`src/rtl/serial_add_sequencer.sv`:
```
// Bit-serial add/subtract sequencer: one full-adder slice (two half-adder cells plus a registered carry)
// stepped LSB-first across two captured WIDTH-bit operands, with a start/busy/done handshake.
module serial_add_sequencer #(
  parameter int WIDTH = 8
) (
  input  logic             clk,
  input  logic             rst_n,
  input  logic             ena,
  input  logic             start,
  input  logic             sub,
  input  logic [WIDTH-1:0] op_a,
  input  logic [WIDTH-1:0] op_b,
  output logic             busy,
  output logic             done,
  output logic [WIDTH-1:0] sum,
  output logic             carry_out,
  output logic             overflow
);

  localparam int CW = (WIDTH > 1) ? $clog2(WIDTH) : 1;
  localparam logic [CW-1:0] LAST_BIT = CW'(WIDTH - 1);

  typedef enum logic [1:0] {
    IDLE = 2'd0,
    RUN  = 2'd1,
    DONE = 2'd2
  } state_t;

  state_t state, state_next;

  logic [WIDTH-1:0] sa;
  logic [WIDTH-1:0] sb;
  logic [WIDTH-1:0] res;
  logic [CW-1:0]    cnt;
  logic             c;

  logic load;
  logic step;
  logic last;

  logic ha1_s, ha1_c, ha2_s, ha2_c, c_new;

  // Full adder built from two half-adder cells; c is the registered carry between bit steps.
  assign ha1_s = sa[0] ^ sb[0];
  assign ha1_c = sa[0] & sb[0];
  assign ha2_s = ha1_s ^ c;
  assign ha2_c = ha1_s & c;
  assign c_new = ha1_c | ha2_c;

  always_ff @(posedge clk or negedge rst_n) begin
    if (!rst_n) begin
      state <= IDLE;
    end else begin
      state <= state_next;
    end
  end

  always_comb begin
    state_next = state;
    load       = 1'b0;
    step       = 1'b0;
    last       = 1'b0;
    busy       = (state == RUN);
    done       = (state == DONE);
    case (state)
      IDLE: begin
        if (ena && start) begin
          load       = 1'b1;
          state_next = RUN;
        end
      end
      RUN: begin
        if (ena) begin
          step = 1'b1;
          if (cnt == LAST_BIT) begin
            last       = 1'b1;
            state_next = DONE;
          end
        end
      end
      DONE: begin
        if (ena) begin
          if (start) begin
            load       = 1'b1;
            state_next = RUN;
          end else begin
            state_next = IDLE;
          end
        end
      end
      default: state_next = IDLE;
    endcase
  end

  // Result registers only move on the completion step, so they hold through the next operation.
  always_ff @(posedge clk or negedge rst_n) begin
    if (!rst_n) begin
      sa        <= '0;
      sb        <= '0;
      res       <= '0;
      cnt       <= '0;
      c         <= 1'b0;
      sum       <= '0;
      carry_out <= 1'b0;
      overflow  <= 1'b0;
    end else if (load) begin
      sa  <= op_a;
      sb  <= sub ? ~op_b : op_b;
      c   <= sub;
      cnt <= '0;
      res <= '0;
    end else if (step) begin
      sa  <= sa >> 1;
      sb  <= sb >> 1;
      res <= {ha2_s, res[WIDTH-1:1]};
      c   <= c_new;
      cnt <= cnt + CW'(1);
      if (last) begin
        sum       <= {ha2_s, res[WIDTH-1:1]};
        carry_out <= c_new;
        overflow  <= c ^ c_new;
      end
    end
  end

endmodule

```
`config.mk`:
```
export PLATFORM = sky130hd
export DESIGN_NAME = serial_add_sequencer
export DESIGN_NICKNAME = d
export VERILOG_FILES = /design/src/rtl/serial_add_sequencer.sv
export SDC_FILE = /design/constraint.sdc
export NUM_CORES = 1
export LEC_CHECK = 0
export ABC_AREA = 1
export CAP_MARGIN = 10
export CELL_PAD_IN_SITES_DETAIL_PLACEMENT = 1
export CELL_PAD_IN_SITES_GLOBAL_PLACEMENT = 2
export CORE_MARGIN = 8
export CORE_UTILIZATION = 30
export DETAILED_ROUTE_END_ITERATION = 8
export GPL_ROUTABILITY_DRIVEN = 1
export PLACE_DENSITY_LB_ADDON = 0.3
export SYNTH_ARGS = -nofsm -noshare
export SYNTH_HDL_FRONTEND = slang
export SYNTH_SLANG_ARGS = --single-unit
```
`constraint.sdc`:
```
create_clock -name clk -period 1.53 [get_ports clk]
set_clock_uncertainty 0.05 [all_clocks]
set_input_delay 0.3825 -clock clk [delete_from_list [all_inputs] [get_ports clk]]
set_output_delay 0.3825 -clock clk [all_outputs]
set_load 0.01 [all_outputs]
```
# ---- Yosys cells after proc, flatten, opt, wreduce, memory -nomap -nowiden
# Cells that the tools add are included.
dict set report word_totals {
  reg_bits 40
  romBits 0
  wordCells 56
  memories 0
  ram_bits 0
  out_inout_bits 12
  in_bits 21
  latchBits 0
}
dict set report classes {
  div_mod_pow 0
  order_cmp 0
  addsub 1
  shifts 0
  bitwise 8
  n_mux 26
  multipliers 0
  reduce_logical 5
  eq_ne 7
}
# op count
set ops {}
lappend ops {{2-to-1 mux 8 bit} 7}
lappend ops {{2-to-1 mux 1 bit} 11}
lappend ops {{2-to-1 mux 2 bit} 4}
lappend ops {{inverter 8 bit} 1}
lappend ops {{2-to-1 mux 3 bit} 2}
lappend ops {{!= test 2 bit (second input constant)} 3}
lappend ops {{one-hot mux 2 bit (3 select lines)} 1}
lappend ops {{AND reduction 4 bit} 1}
lappend ops {{adder 3 x 1 -> 3 bit (second input constant)} 1}
lappend ops {{== test 3 bit (second input constant)} 1}
lappend ops {{AND reduction 3 bit} 1}
lappend ops {{bitwise XOR 1 bit} 3}
lappend ops {{bitwise AND 1 bit} 2}
lappend ops {{== test 2 x 1 -> 1 bit (second input constant)} 1}
lappend ops {{== test 2 bit (second input constant)} 1}
lappend ops {{logical NOT 2 bit} 1}
lappend ops {{!= test 2 x 1 -> 1 bit (second input constant)} 1}
lappend ops {{one-hot mux 1 bit (2 select lines)} 1}
lappend ops {{nonzero test 2 bit} 1}
lappend ops {{logical AND 1 bit} 1}
lappend ops {{inverter 1 bit} 1}
lappend ops {{OR 1 bit} 1}

# ---- Depth between registers and ports, before layout
dict set report logic_depth {
  ltp_word 5
  depth_mapped 7
  ltp_nobuf 6
}

# ---- Least setup slack after synthesis
# OpenSTA, ideal clock, no wires.
dict set report synth_path {
  path_type {register to register}
  from {register c}
  to {register overflow}
  t_required_ns 1.363
  path_stages_with_launch 5
  path_slack_ns 0.230
  t_arrival_ns 1.134
  path_buffers 0
  synth_period_minus_slack_ns 1.300
  setup_time_ns 0.117
  cell_sequence {dfrtp_1 -> fa_1 -> xor2_1 -> nand2_1 -> nand2_1}
}
dict set report synth_between {
  elab_chain_cells 3
}
# item line
set synth_rtl {}
lappend synth_rtl {{from (decl)} 35} ;# logic c;
lappend synth_rtl {{from (signal assigned)} 109} ;# c <= sub;
lappend synth_rtl {{from (signal assigned)} 116} ;# c <= c_new;
lappend synth_rtl {{bitwise AND 1 bit} 47} ;# assign ha2_c = ha1_s & c;
lappend synth_rtl {{OR 1 bit} 48} ;# assign c_new = ha1_c | ha2_c;
lappend synth_rtl {{via c_new} 41} ;# logic ha1_s, ha1_c, ha2_s, ha2_c, c_new;
lappend synth_rtl {{bitwise XOR 1 bit} 121} ;# overflow <= c ^ c_new;
lappend synth_rtl {{to (signal assigned)} 121}
lappend synth_rtl {{to (decl)} 17} ;# output logic overflow
# The timed path passes the listed nets, and every way through them passes these cells.
# A chain may end at the register's enable or synchronous reset.

# ---- Worst setup path in the final report
dict set report layout_path {
  from {register state[0]}
  to {output port done}
}
dict set report layout_between {
  elab_chain_cells 1
}
# item line
set layout_rtl {}
lappend layout_rtl {{from (decl)} 29} ;# state_t state, state_next;
lappend layout_rtl {{from (signal assigned)} 54} ;# state <= state_next;
lappend layout_rtl {{== test 2 bit} 64} ;# done = (state == DONE);
lappend layout_rtl {{to (decl)} 14} ;# output logic done,
# Every way passes these cells.

==> results.sh <==
export IMPL_status="complete, no violations"
export IMPL_ys_seq_area_frac=0.522
export IMPL_fin_nets=297
export IMPL_n_antenna_cell=0
export IMPL_wl_per_cell_um=13.0
export IMPL_synth_common_cells="96 x nand2_1, 42 x nand3_1, 39 x dfrtp_1"
export IMPL_grt_pass1_wl_um=8000
export IMPL_synthTopCellsByArea="dfrtp_1 52%, nand2_1 19%, nand3_1 11%"
export IMPL_synth_most_common_cell="nand2_1"
export IMPL_num_fill_cells=740
export IMPL_syn_avg_cell_area_um2=8.17
export IMPL_maxCapViolCount=0
export IMPL_cp_start_kind="flop"
export IMPL_yosys_warnings=0
export IMPL_post_route_drc_count=0
export IMPL_cts_setup_buffers=0
export IMPL_hold_path_class="reg -> reg"
export IMPL_rsz0062_at_grt="false"
export IMPL_async_flop_share=1.00
export IMPL_critPathMaxStageDelay_ns=0.40
export IMPL_ant_nets=0
export IMPL_antenna_found_initial=0
export IMPL_cp_max_fo=3
export IMPL_ir_drop_mv=0.549
export IMPL_die_area_um2=9020
export IMPL_worstSkewPairLatency_ns=0.29
export IMPL_multi_input_comb_area_um2=733
export IMPL_place_hpwl_um=3360
export IMPL_slew_violations=0
export IMPL_clkTransAtPathRegs_ns=0.08
export IMPL_ys_flop_type="dfrtp_1"
export IMPL_io_buffer_count=32
export IMPL_start_util=0.312
export IMPL_num_rows=28
export IMPL_clockBufferDepth=2
export IMPL_overflow=0
export IMPL_cts_buffers=5
export IMPL_vias=1602
export IMPL_synth_area_um2=1870
export IMPL_cp_required_ns=1.10
export IMPL_syn2layout_area_growth_pct=30.5
export IMPL_tritoncts="built"
export IMPL_critPathBufInv=3
export IMPL_cts_num_sinks=39
export IMPL_cp_slowest_cell="dfrtp_1"
export IMPL_io_pins=33
export IMPL_seqCellArea_um2=976
export IMPL_root_buffer="clkbuf_8"
export IMPL_synth_edf_count=0
export IMPL_drive_above_1_share=0.117
export IMPL_grt_pass1_vias=1749
export IMPL_vias_per_cell=4.59
export IMPL_fmax_ghz=0.705
export IMPL_coreArea_um2=5990
export IMPL_worstPathArrival_ns=0.99
export IMPL_period_share=0.927
export IMPL_synth_cells=229
export IMPL_finalSetupTns_ns=0
export IMPL_yosys_area_top_type_share=0.522
export IMPL_endpoint_kind="primary output"
export IMPL_grt_max_degree=27
export IMPL_critical_path_class="reg -> out"
export IMPL_track_usage=0.111
export IMPL_first_iter_violations=45
export IMPL_gp_congestion=0.711
export IMPL_worstPathCellList="inv_1 > nand2_1 > inv_1 > buf_2"
export IMPL_synth_fp_nets=253
export IMPL_crit_top_cell="inv_1"
export IMPL_htreeDepth=2
export IMPL_total_power_mw=3.91
export IMPL_final_setup_viol_count=0
export IMPL_power_density_nw_per_um2=1600
export IMPL_maxSlewHeadroom=0.751
export IMPL_die_h_um=95.0
export IMPL_die_x_um=95.0
export IMPL_wl_um=4520
export IMPL_synth_seq_cells=39
export IMPL_synth_distinct_cells=21
export IMPL_firstDrtPassIters=4
export IMPL_fin_crit_ns=1.42
export IMPL_finalHoldViolations=0
export IMPL_crit_family="flip-flops"
export IMPL_final_core_utilization=0.407
export IMPL_p_leak_nw=1.32
export IMPL_worst_pin_slew_ns=0.373
export IMPL_synth_top_cell_by_area="dfrtp_1"
-- layout make-up --
type,instances,share of cell area
clock inverters,1,0.00308
clock buffers,7,0.0395
well taps,75,0.0384
inverters,21,0.0323
repair buffers,48,0.187
flip-flops and latches,39,0.400
multi-input cells,158,0.300
-- through the flow --
stage / cell area [um^2] / hold slack (ns) / setup slack (ns) / cells
global placement: 2350 / 0.266 / -0.200 / 340
finish: 2440 / 0.422 / 0.112 / 349
CTS: 2440 / 0.427 / 0.0189 / 349
detailed placement: 2350 / 0.267 / -0.230 / 340
global route: 2440 / 0.455 / 0.0550 / 349
floorplan: 1870 / 0.0369 / 0.230 / 229
-- state kept, by name, summed over array words and instances, names as in the netlist --
signal,flops
carry_out,1
cnt,3
overflow,1
sb,8
c,1
state,2
sa,8
sum,8
res,7
-- cells in the final DEF, fill, tap and decap left out --
cell,Yosys,layout
a21oi_1,1,1
buf_12,0,3
buf_2,3,2
buf_4,6,12
clkbuf_2,0,1
clkbuf_8,0,7
clkdlybuf4s50_1,0,18
clkinvlp_4,0,1
dfrtp_1,39,39
dlygate4sd2_1,0,10
dlygate4sd3_1,0,1
dlymetal6s2s_1,0,1
fa_1,1,1
ha_1,2,2
inv_1,19,19
inv_2,2,2
nand2_1,96,96
nand3_1,42,42
nand3_2,1,1
nand3_4,1,1
nand4_1,2,2
nor2_1,4,4
nor2_2,1,1
nor2_4,1,1
o211ai_1,1,1
o21ai_0,3,3
xnor2_1,1,1
xor2_1,1,1
-- routing by layer --
| layer | GRT usage | wire length, um | vias to the layer above |
|---|---|---|---|
| met1 | 0.133 | 2170 | 761 |
| li1 | - | - | 803 |
| met4 | 0.0429 | 72 | 0 |
| met5 | 0 | 0 | - |
| met3 | 0.0230 | 190 | 5 |
| met2 | 0.189 | 2090 | 33 |
-- repair_timing --
item | in CTS | in global routing
setup endpoints to repair | 12 | 12
hold buffers | 1 | 0
resized for setup | 16 | 2
endpoints found under the hold margin | 13 | 0
-- worst reg2reg max path, cell delays in order, from the launching register on --
cell and delay, ns:
dfrtp_1 0.42, fa_1 0.50, xor2_1 0.19, nand2_1 0.08, nand2_1 0.05
-- power breakdown --
group	switching, mW	leakage [nW]	internal [mW]
sequential	0.278	0.506	1.47
clock	0.361	0.0505	0.410
combinational	0.747	0.764	0.639
total	1.39	1.32	2.52
-- path summary, 6_finish.rpt --
kind                       startpoint  endpoint  slack (ns)  cells after the start
max                          state[0]      done        0.11                      4
min                            sum[4]    sum[4]        0.42                      2
max reg2reg                         c  overflow        0.13                      4
min reg2reg                    sum[4]    sum[4]        0.42                      2
max in group asynchronous       rst_n     sa[4]        0.49                      3
min in group asynchronous       rst_n     sa[7]        0.48                      2
-- cell families after synthesis --
logic type                 after synthesis  synth area share
and+or+nand+nor                        148             0.344
DFF                                     39             0.522
buffers and inverters                   32            0.0863
AOI/OAI and AO/OA                        5            0.0147
adders and majority gates                3            0.0241
xor gates and xnor gates                 2           0.00937
Power figures use the tool's default switching activity.
